`src/rtl/uart_prog_loader.sv`:
```
// Program loader: assembles a UART byte frame (count, words, XOR checksum) into instruction-memory writes.
// Latency: mem_we one cycle after a word's last byte; status outputs one cycle after the deciding event.
// Backpressure: none; accepts one byte per cycle back-to-back, bytes outside loading states are dropped.
//
// Ports:
//   CLK, RESET             clock, asynchronous active-low reset
//   reload_n               synchronous active-low abort/restart (wins over a simultaneous byte)
//   run_req                start pulse from DONE when AUTO_RUN=0
//   rx_byte, rx_valid      byte stream from uart_rx
//   mem_we/addr/wdata      instruction-memory write port, one strobe per assembled word
//   cpu_hold, cpu_run      CPU reset gate and run enable
//   loading, load_err      frame in progress / sticky error
//   words_loaded           words written in the current frame
module uart_prog_loader #(
  parameter int WORD_W      = 16,
  parameter int ADDR_W      = 16,
  parameter int DEPTH       = 256,
  parameter int TIMEOUT_CYC = 1_000_000,
  parameter int AUTO_RUN    = 1
) (
  input  logic              CLK,
  input  logic              RESET,
  input  logic              reload_n,
  input  logic              run_req,
  input  logic [7:0]        rx_byte,
  input  logic              rx_valid,
  output logic              mem_we,
  output logic [ADDR_W-1:0] mem_addr,
  output logic [WORD_W-1:0] mem_wdata,
  output logic              cpu_hold,
  output logic              cpu_run,
  output logic              loading,
  output logic              load_err,
  output logic [15:0]       words_loaded
);

  localparam int BPW   = WORD_W / 8;
  localparam int IDX_W = (BPW > 1) ? $clog2(BPW) : 1;
  localparam int TO_W  = $clog2(TIMEOUT_CYC + 1);

  localparam logic [IDX_W-1:0] LAST_IDX = IDX_W'(BPW - 1);
  // Compared against the counter before it increments, so the error
  // lands exactly TIMEOUT_CYC edges after the last accepted byte.
  localparam logic [TO_W-1:0]  TO_LAST  = TO_W'(TIMEOUT_CYC - 1);
  localparam logic [16:0]      DEPTH_L  = 17'(DEPTH);

  typedef enum logic [2:0] {
    S_COUNT_L,
    S_COUNT_H,
    S_DATA,
    S_CSUM,
    S_DONE,
    S_RUN,
    S_ERR
  } state_t;

  state_t state, state_nxt;

  logic [7:0]        cnt_lo;
  logic [15:0]       n_words;
  logic [7:0]        xor_acc;
  logic [IDX_W-1:0]  byte_idx;
  logic [WORD_W-1:0] wbuf;
  logic [ADDR_W-1:0] addr;
  logic [TO_W-1:0]   to_cnt;

  logic [15:0]       n_rx;
  logic [15:0]       wl_inc;
  logic [WORD_W-1:0] word_ins;
  logic              word_done;
  logic              timed_out;
  logic              in_frame;

  assign n_rx      = {rx_byte, cnt_lo};
  assign wl_inc    = words_loaded + 16'd1;
  assign timed_out = (to_cnt == TO_LAST);
  assign in_frame  = (state == S_COUNT_H) || (state == S_DATA) || (state == S_CSUM);

  // Word buffer with the incoming byte merged in, so the final byte of a
  // word goes straight to mem_wdata without an extra cycle.
  always_comb begin
    word_ins = wbuf;
    for (int k = 0; k < BPW; k++) begin
      if (byte_idx == IDX_W'(k)) begin
        word_ins[8*k +: 8] = rx_byte;
      end
    end
  end

  always_ff @(posedge CLK or negedge RESET) begin
    if (!RESET) begin
      state <= S_COUNT_L;
    end else begin
      state <= state_nxt;
    end
  end

  always_comb begin
    state_nxt = state;
    word_done = 1'b0;
    if (!reload_n) begin
      state_nxt = S_COUNT_L;
    end else begin
      case (state)
        S_COUNT_L: begin
          if (rx_valid) state_nxt = S_COUNT_H;
        end
        S_COUNT_H: begin
          if (rx_valid) begin
            if ({1'b0, n_rx} > DEPTH_L) state_nxt = S_ERR;
            else if (n_rx == 16'd0)     state_nxt = S_CSUM;
            else                        state_nxt = S_DATA;
          end else if (timed_out) begin
            state_nxt = S_ERR;
          end
        end
        S_DATA: begin
          if (rx_valid) begin
            if (byte_idx == LAST_IDX) begin
              word_done = 1'b1;
              if (wl_inc == n_words) state_nxt = S_CSUM;
            end
          end else if (timed_out) begin
            state_nxt = S_ERR;
          end
        end
        S_CSUM: begin
          if (rx_valid) begin
            state_nxt = (rx_byte == xor_acc) ? S_DONE : S_ERR;
          end else if (timed_out) begin
            state_nxt = S_ERR;
          end
        end
        S_DONE: begin
          if ((AUTO_RUN != 0) || run_req) state_nxt = S_RUN;
        end
        default: begin
          state_nxt = state;
        end
      endcase
    end
  end

  always_ff @(posedge CLK or negedge RESET) begin
    if (!RESET) begin
      cnt_lo       <= '0;
      n_words      <= '0;
      xor_acc      <= '0;
      byte_idx     <= '0;
      wbuf         <= '0;
      addr         <= '0;
      to_cnt       <= '0;
      mem_we       <= 1'b0;
      mem_addr     <= '0;
      mem_wdata    <= '0;
      words_loaded <= '0;
      cpu_hold     <= 1'b1;
      cpu_run      <= 1'b0;
      loading      <= 1'b1;
      load_err     <= 1'b0;
    end else begin
      // Status flags are decoded from the next state so they change on
      // the same edge as the state itself.
      mem_we   <= word_done;
      cpu_hold <= !((state_nxt == S_DONE) || (state_nxt == S_RUN));
      cpu_run  <= (state_nxt == S_RUN);
      loading  <= (state_nxt == S_COUNT_L) || (state_nxt == S_COUNT_H) ||
                  (state_nxt == S_DATA)    || (state_nxt == S_CSUM);
      load_err <= (state_nxt == S_ERR);

      if (!reload_n) begin
        xor_acc      <= '0;
        byte_idx     <= '0;
        addr         <= '0;
        words_loaded <= '0;
        to_cnt       <= '0;
      end else begin
        if (rx_valid && ((state == S_COUNT_L) || (state == S_COUNT_H) || (state == S_DATA))) begin
          xor_acc <= xor_acc ^ rx_byte;
        end

        if (rx_valid || !in_frame) begin
          to_cnt <= '0;
        end else if (!timed_out) begin
          to_cnt <= to_cnt + 1'b1;
        end

        if (rx_valid) begin
          case (state)
            S_COUNT_L: begin
              cnt_lo <= rx_byte;
            end
            S_COUNT_H: begin
              n_words  <= n_rx;
              byte_idx <= '0;
              addr     <= '0;
            end
            S_DATA: begin
              wbuf <= word_ins;
              if (word_done) begin
                mem_addr     <= addr;
                mem_wdata    <= word_ins;
                addr         <= addr + 1'b1;
                words_loaded <= wl_inc;
                byte_idx     <= '0;
              end else begin
                byte_idx <= byte_idx + 1'b1;
              end
            end
            default: begin
              cnt_lo <= cnt_lo;
            end
          endcase
        end
      end
    end
  end

endmodule

```
`config.mk`:
```
export PLATFORM = sky130hd
export DESIGN_NAME = uart_prog_loader
export DESIGN_NICKNAME = d
export VERILOG_FILES = /design/src/rtl/uart_prog_loader.sv
export SDC_FILE = /design/constraint.sdc
export NUM_CORES = 1
export LEC_CHECK = 0
export ABC_AREA = 1
export BUFFER_PORTS_ARGS = -buffer_cell sky130_fd_sc_hd__buf_2
export CAP_MARGIN = 20
export CORE_UTILIZATION = 35
export DETAILED_ROUTE_END_ITERATION = 7
export SYNTH_ARGS = -nofsm -noshare
export SYNTH_HDL_FRONTEND = slang
export SYNTH_SLANG_ARGS = --single-unit
```
`constraint.sdc`:
```
create_clock -name CLK -period 2.05 [get_ports CLK]
set_input_delay 0.3075 -clock CLK [delete_from_list [all_inputs] [get_ports CLK]]
set_output_delay 0.3075 -clock CLK [all_outputs]
set_load 0.05 [all_outputs]
```
==> metrics.cfg, run 1 <==
[routing]
drc=0
routed_wl_mm=16.2
postRouteAntennaNets=0
vias=5748
drt-initial-drc-count=305
viasPerCell=4.73
drt_pass1_iterations=5
wl_per_cell_um=13.3

[synth]
synth_fp_nets=862
syn_area_mm2=0.00689
synth-seq-cells=141
synth_cell_types=40
yosysSeqAreaShare_pct=51.3
synth_cells=846
avgSynthCellArea_um2=8.14
synthTopCellsByArea=dfrtp_1, nand2_1, o21ai_0, inv_1, nand3_1
synth_top_area_cell=dfrtp_1
yosys_warnings=0
synth-edff-count=0
yosys_most_used_dff=dfrtp_1
async_flop_share_pct=100
synth_top_area_share_pct=50.5

[sta]
relSlewSlack_pct=68.2
tightest_slew_ps=475
slew_violations=0
holdWs_ps=253
min_period_ps=1970
finalCritPeriodShare_pct=96.1
finalSetupViolCount=0
hold_violations=0
max_freq_mhz=507
fin_skew_ps=12.8
rsz0062_at_grt=true

[global_route]
busiest_layer=met2
antenna_found_initial=1
overflow=0
first_global_vias=5332
grt_usage_pct=17.1
grt_pass1_wl_mm=26.7
grt_start_max_net_pins=45
use_met3_pct=4.98
grt_use_met1_pct=23.8
met2_usage_pct=25.7

[layout]
nets=959
n_antenna_cell=0
syn_to_final_growth_pct=21.5
design_area_mm2=0.00837
stdcell_count=1216
layout-drive-gt1-share_pct=19.6
register_area_mm2=0.00353
fillers=1951
mostFrequentLayoutCells=nand2_1, dfrtp_1, inv_1
multiInputGateArea_mm2=0.00295
final_common_cell=nand2_1

[floorplan]
start_util_pct=36.2
floorplan.die_area_mm2=0.0202
fp.dieH_um=142
rows=50
ioPinCount=66
placeableCoreArea_mm2=0.0190
chipWidth_um=142

[cts]
clockBufferDepth=2
cts_root_buf=clkbuf_16
cts.sinks=141
clk_latency_ps=430
cts_buffers=17
clk_transition_reported_paths_ps=70
tritoncts=built
cts.htree.levels=4

[hold_path]
hold_class=in -> reg

[setup_path]
cp_slowest_cell=dfrtp_2
cp-end-kind=flip-flop
required_ps=2420
cp-start-kind=flip-flop
crit_chain=buf_4, nand2_1, nor2_4, nand3_2, o21ai_2, nand2_1, nand2_1, nand2_1, nor2_1, nand3_2, nand2_2, nand2_2, nand2_2, nand2_2, nor2_1
critPathKind=reg -> reg
worst-path-max-fanout=6
crit_arrival_ps=2340
slowest_delay_ps=380

[place]
placed_cells=1178
dp_hpwl_mm=11.6
port_buffers=64
place.gp.congestion=0.841
placed_cell_area_mm2=0.00770

[power_and_ir_drop]
vdd_ir_drop_max_mv=0.633
powerDensity_mw_per_mm2=956
total_leakage_power_nw=4.03

[status]
status=completed

[flow_run]
maxCapViolations=0

## layout make-up
type,count,area share [%]
inverters,107,4.80
clock inverters,9,0.763
repair buffers,100,7.46
clock buffers,23,5.59
multi-input cells,576,35.3
well taps,260,3.89
flip-flops and latches,141,42.2
## cells in the mapped netlist, types with 2 or more instances
| cell type | instances |
|---|---|
| dfrtp_1 | 139 |
| inv_1 | 104 |
| inv_2 | 3 |
| o21ai_0 | 87 |
| xor2_1 | 9 |
| nor3_2 | 3 |
| ha_1 | 3 |
| nand2_1 | 237 |
| o221ai_1 | 2 |
| o21ai_1 | 2 |
| nor2_2 | 10 |
| nand3b_1 | 7 |
| nand3_1 | 49 |
| nor2_4 | 4 |
| xnor3_1 | 2 |
| nor2_1 | 57 |
| dfstp_2 | 2 |
| mux2_2 | 9 |
| nand3_2 | 2 |
| nand4_1 | 12 |
| nor3_1 | 14 |
| o21a_1 | 4 |
| nor4_1 | 6 |
| o22ai_1 | 12 |
| o31ai_1 | 2 |
| a21oi_1 | 24 |
| buf_2 | 7 |
| nand2_2 | 4 |
| xnor2_1 | 3 |
| a31oi_1 | 3 |
| clkbuf_1 | 14 |
| o21ai_2 | 2 |
## report_power, final
group / internal [mW] / switching [mW]
sequential: 3.26 / 0.279
clock: 1.61 / 1.20
combinational: 0.557 / 1.09
total: 5.43 / 2.57
## stage by stage
step	setup TNS (ps)	setup slack, ps	total power [mW]	utilization, %
floorplan	0	93.1	4.75	-
global placement	0	44.7	5.20	40.5
detailed placement	0	6.85	5.24	40.5
CTS	0	0.291	8.07	43.3
global route	-172	-77.1	8.48	44.0
finish	0	79.2	8.00	44.0
## final timing paths
check                                     start           end  slack [ps]  cells after the start
worst min register to register     mem_wdata[1]  mem_wdata[1]         470                      2
min in group asynchronous                 RESET  mem_wdata[3]         350                      2
worst min-delay path                 rx_byte[4]   n_words[12]         250                      3
worst max-delay path            words_loaded[1]       cpu_run          80                     15
worst max register to register  words_loaded[1]       cpu_run          80                     15
max in group asynchronous                 RESET    n_words[4]        1000                      3
## sequential cells by signal (all words and copies together) (netlist names)
signal and flops:
cpu_run 1, load_err 1, words_loaded 16, byte_idx 1, loading 1, cpu_hold 1, state 3, addr 16
xor_acc 8, cnt_lo 8, to_cnt 20, n_words 16, mem_wdata 16, wbuf 16, mem_addr 16, mem_we 1
## layer usage
| layer | wire length (um) | vias up |
|---|---|---|
| met1 | 8020 | 2683 |
| met2 | 7240 | 105 |
| met4 | 150 | 2 |
| li1 | - | 2944 |
| met3 | 799 | 14 |
| met5 | 13 | - |
## critical path: cells and delay by family, from the launching register on
kind	cells	cell delay (ps)
AND/OR/NAND/NOR	13	1250
flip-flops	1	380
AO/OA/AOI/OAI	1	150
buffers and inverters	1	130
## kinds of logic (layout without fill, tap and decap cells)
family	count (synthesis)	count (layout)	share of synthesized area, %
XOR/XNOR	14	14	2.18
flip-flops	141	141	51.3
AO/OA/AOI/OAI	141	141	11.1
adder cells (fa/ha/maj)	3	3	0.545
multiplexers	9	9	1.47
buffers and inverters	129	239	7.16
AND/OR/NAND/NOR	409	409	26.3
## timing repair
action | CTS | global route
hold endpoints to repair | 40 | 0
hold buffers | 1 | 0
setup endpoints to repair | 0 | 8
gates resized for setup | 0 | 24
buffers inserted | 0 | 5
Note: power is estimated with default switching activity, not from simulation.
==> run 2: changes to the inputs <==
--- a/config.mk
+++ b/config.mk
@@ -8,8 +8,9 @@
 export ABC_AREA = 1
 export BUFFER_PORTS_ARGS = -buffer_cell sky130_fd_sc_hd__buf_2
 export CAP_MARGIN = 20
-export CORE_UTILIZATION = 35
+export CORE_UTILIZATION = 57
 export DETAILED_ROUTE_END_ITERATION = 7
+export PLACE_DENSITY = 0.77
 export SYNTH_ARGS = -nofsm -noshare
 export SYNTH_HDL_FRONTEND = slang
 export SYNTH_SLANG_ARGS = --single-unit
==> run 2 against run 1 <==
Effect of this change:
- register-to-register slack worse by 90 ps
- sequential power hardly changed
- the run now ends with design-rule violations, negative setup slack left
- clock power is 20% higher
- total power is 7.7% higher
- non-clock buffer count is 14 higher
- combinational power is 3% higher
- hold slack worse by 35 ps
- count of clock-buffer cells in the layout is 6 lower
- global-route usage is 10 points higher
- clock skew is 6.3 ps lower
- final cell count is 8.5% lower
- via count is 8.6% higher
==> metrics.cfg, run 2 (same netlist as run 1, synthesis figures left out) <==
[floorplan]
rows=39
fp.dieH_um=112
placeableCoreArea_mm2=0.0116
chipWidth_um=112
floorplan.die_area_mm2=0.0125
ioPinCount=66
start_util_pct=59.3

[routing]
viasPerCell=5.61
drt-initial-drc-count=508
routed_wl_mm=16.8
drc=5
wl_per_cell_um=15.1
postRouteAntennaNets=0
vias=6243
drt_pass1_iterations=7

[global_route]
overflow=0
first_global_vias=5824
grt_usage_pct=27.5
antenna_found_initial=0
grt_start_max_net_pins=51
grt_pass1_wl_mm=27.3

[layout]
final_common_cell=nand2_1
nets=973
syn_to_final_growth_pct=24.8
mostFrequentLayoutCells=nand2_1, dfrtp_1, inv_1
regMostFlops=to_cnt
n_antenna_cell=0
largest_reg_flops=20
layout-drive-gt1-share_pct=24.4
fillers=838

[sta]
fin_skew_ps=6.45
fin_tns_setup_ps=-11.9
relSlewSlack_pct=68.2
slew_violations=0
holdWs_ps=218
hold_violations=0
tightest_slew_ps=476
timing.final.ws_setup_ps=-11.9
finalCritPeriodShare_pct=101
min_period_ps=2060
max_freq_mhz=485
rsz0062_at_grt=true
finalSetupViolCount=1

[setup_path]
cpLargestDelayFamily=simple AND/OR/NAND/NOR gates
rr_startpoint=words_loaded[4]
cp_slowest_cell=dfrtp_1
critPathMostFrequentCell=nand2_1
required_ps=2400
crit_arrival_ps=2420
cp-end-kind=flip-flop
cp.depth=14
slowest_delay_ps=450
critPathKind=reg -> reg
crit_chain=nand2_1, nor2_1, nand2_1, nand3_1, o21ai_0, nor2_1, nand2_1, nor2_1, nand3_1, nand2_1, nand2_1, nand2_2, nand2_2, nor2_1
worstRegToRegCells=14
worst-path-max-fanout=5
worst-path-buf-inv=0
crit_start=words_loaded[4]
cp-start-kind=flip-flop

[cts]
clockBufferDepth=2
tritoncts=built
cts.sinks=141
cts.htree.levels=4
cts_root_buf=clkbuf_16
clk_transition_reported_paths_ps=60
cts_buffers=17
clk_latency_ps=420

[place]
place.gp.congestion=0.921
post-place-ws_ps=42.5
dp_hpwl_mm=10.9
port_buffers=64

[power_and_ir_drop]
power_switching_mw=2.63
total_leakage_power_nw=4.20
intPower_mw=5.98
seqPwrFrac_pct=41.3
vdd_ir_drop_max_mv=0.881
p_clk_share_pct=39.0
combPwrFrac_pct=19.6
finalPower_mw=8.61
switching_share_pct=30.6
powerDensity_mw_per_mm2=1000

[hold_path]
whs_path_depth=3
hold_path_startpoint=reload_n
hold_class=in -> reg

[status]
violations=design-rule violations, negative setup slack
status=complete, but fails checks

[flow_run]
maxCapViolations=0

## run 2: cell types whose count changed in the layout (fill, tap and decap cells not counted), sizes merged
cell / before / now
buf: 99 / 113
bufinv: 0 / 5
clkbuf: 23 / 17
clkinv: 5 / 7
clkinvlp: 3 / 2
## run 2: worst min-delay path, cell delays in order
cell and delay [ps]:
buf_2 150, nand3_1 90, nand2_1 50
## run 2: power by group through the flow
| stage | clock [mW] | sequential (mW) | combinational (mW) |
|---|---|---|---|
| 6_report | 3.36 | 3.56 | 1.69 |
| 5_1_grt | 3.52 | 3.61 | 1.89 |
| 4_1_cts | 3.39 | 3.55 | 1.67 |
| 3_5_place_dp | 0 | 3.59 | 1.65 |
| 3_3_place_gp | 0 | 3.56 | 1.59 |
| 2_1_floorplan | 0 | 3.86 | 0.891 |
## run 2: per-layer routing
layer | track usage (%) | wire length (um)
met1 | 37.4 | 7290
met2 | 43.9 | 8200
met3 | 5.61 | 1020
met4 | 10.1 | 322
met5 | 0 | 0
## run 2: path summary, 6_finish.rpt
path / to / slack, ps
max: cpu_run / -10
min: xor_acc[7] / 220
max reg2reg: cpu_run / -10
min reg2reg: mem_wdata[1] / 460
max in group asynchronous: words_loaded[7] / 990
min in group asynchronous: words_loaded[12] / 390
## run 2: area by class of cell
cell class / count / area [um^2] / area share [%]
clock buffers: 17 / 425 / 4.95
clock inverters: 15 / 220 / 2.56
inverters: 107 / 404 / 4.70
multi-input cells: 576 / 3090 / 35.9
flip-flops and latches: 141 / 3540 / 41.2
well taps: 143 / 179 / 2.08
repair buffers: 114 / 737 / 8.57
## run 2: through the flow
step           utilization [%]  instance area [um^2]  std cells
3_5_place_dp              64.4                  7480       1052
4_1_cts                   70.2                  8150       1085
5_1_grt                   74.0                  8590       1113
2_1_floorplan                -                  6890        846
6_report                  74.0                  8590       1113
3_3_place_gp              64.4                  7480       1052
## run 2: what timing repair did
action | in CTS | in global routing
hold buffers | 1 | 0
gates cloned | 0 | 0
setup buffers | 0 | 28
endpoints found under the setup margin | 1 | 15
pin swaps | 1 | 35
gates resized for setup | 2 | 70
endpoints found under the hold margin | 41 | 0
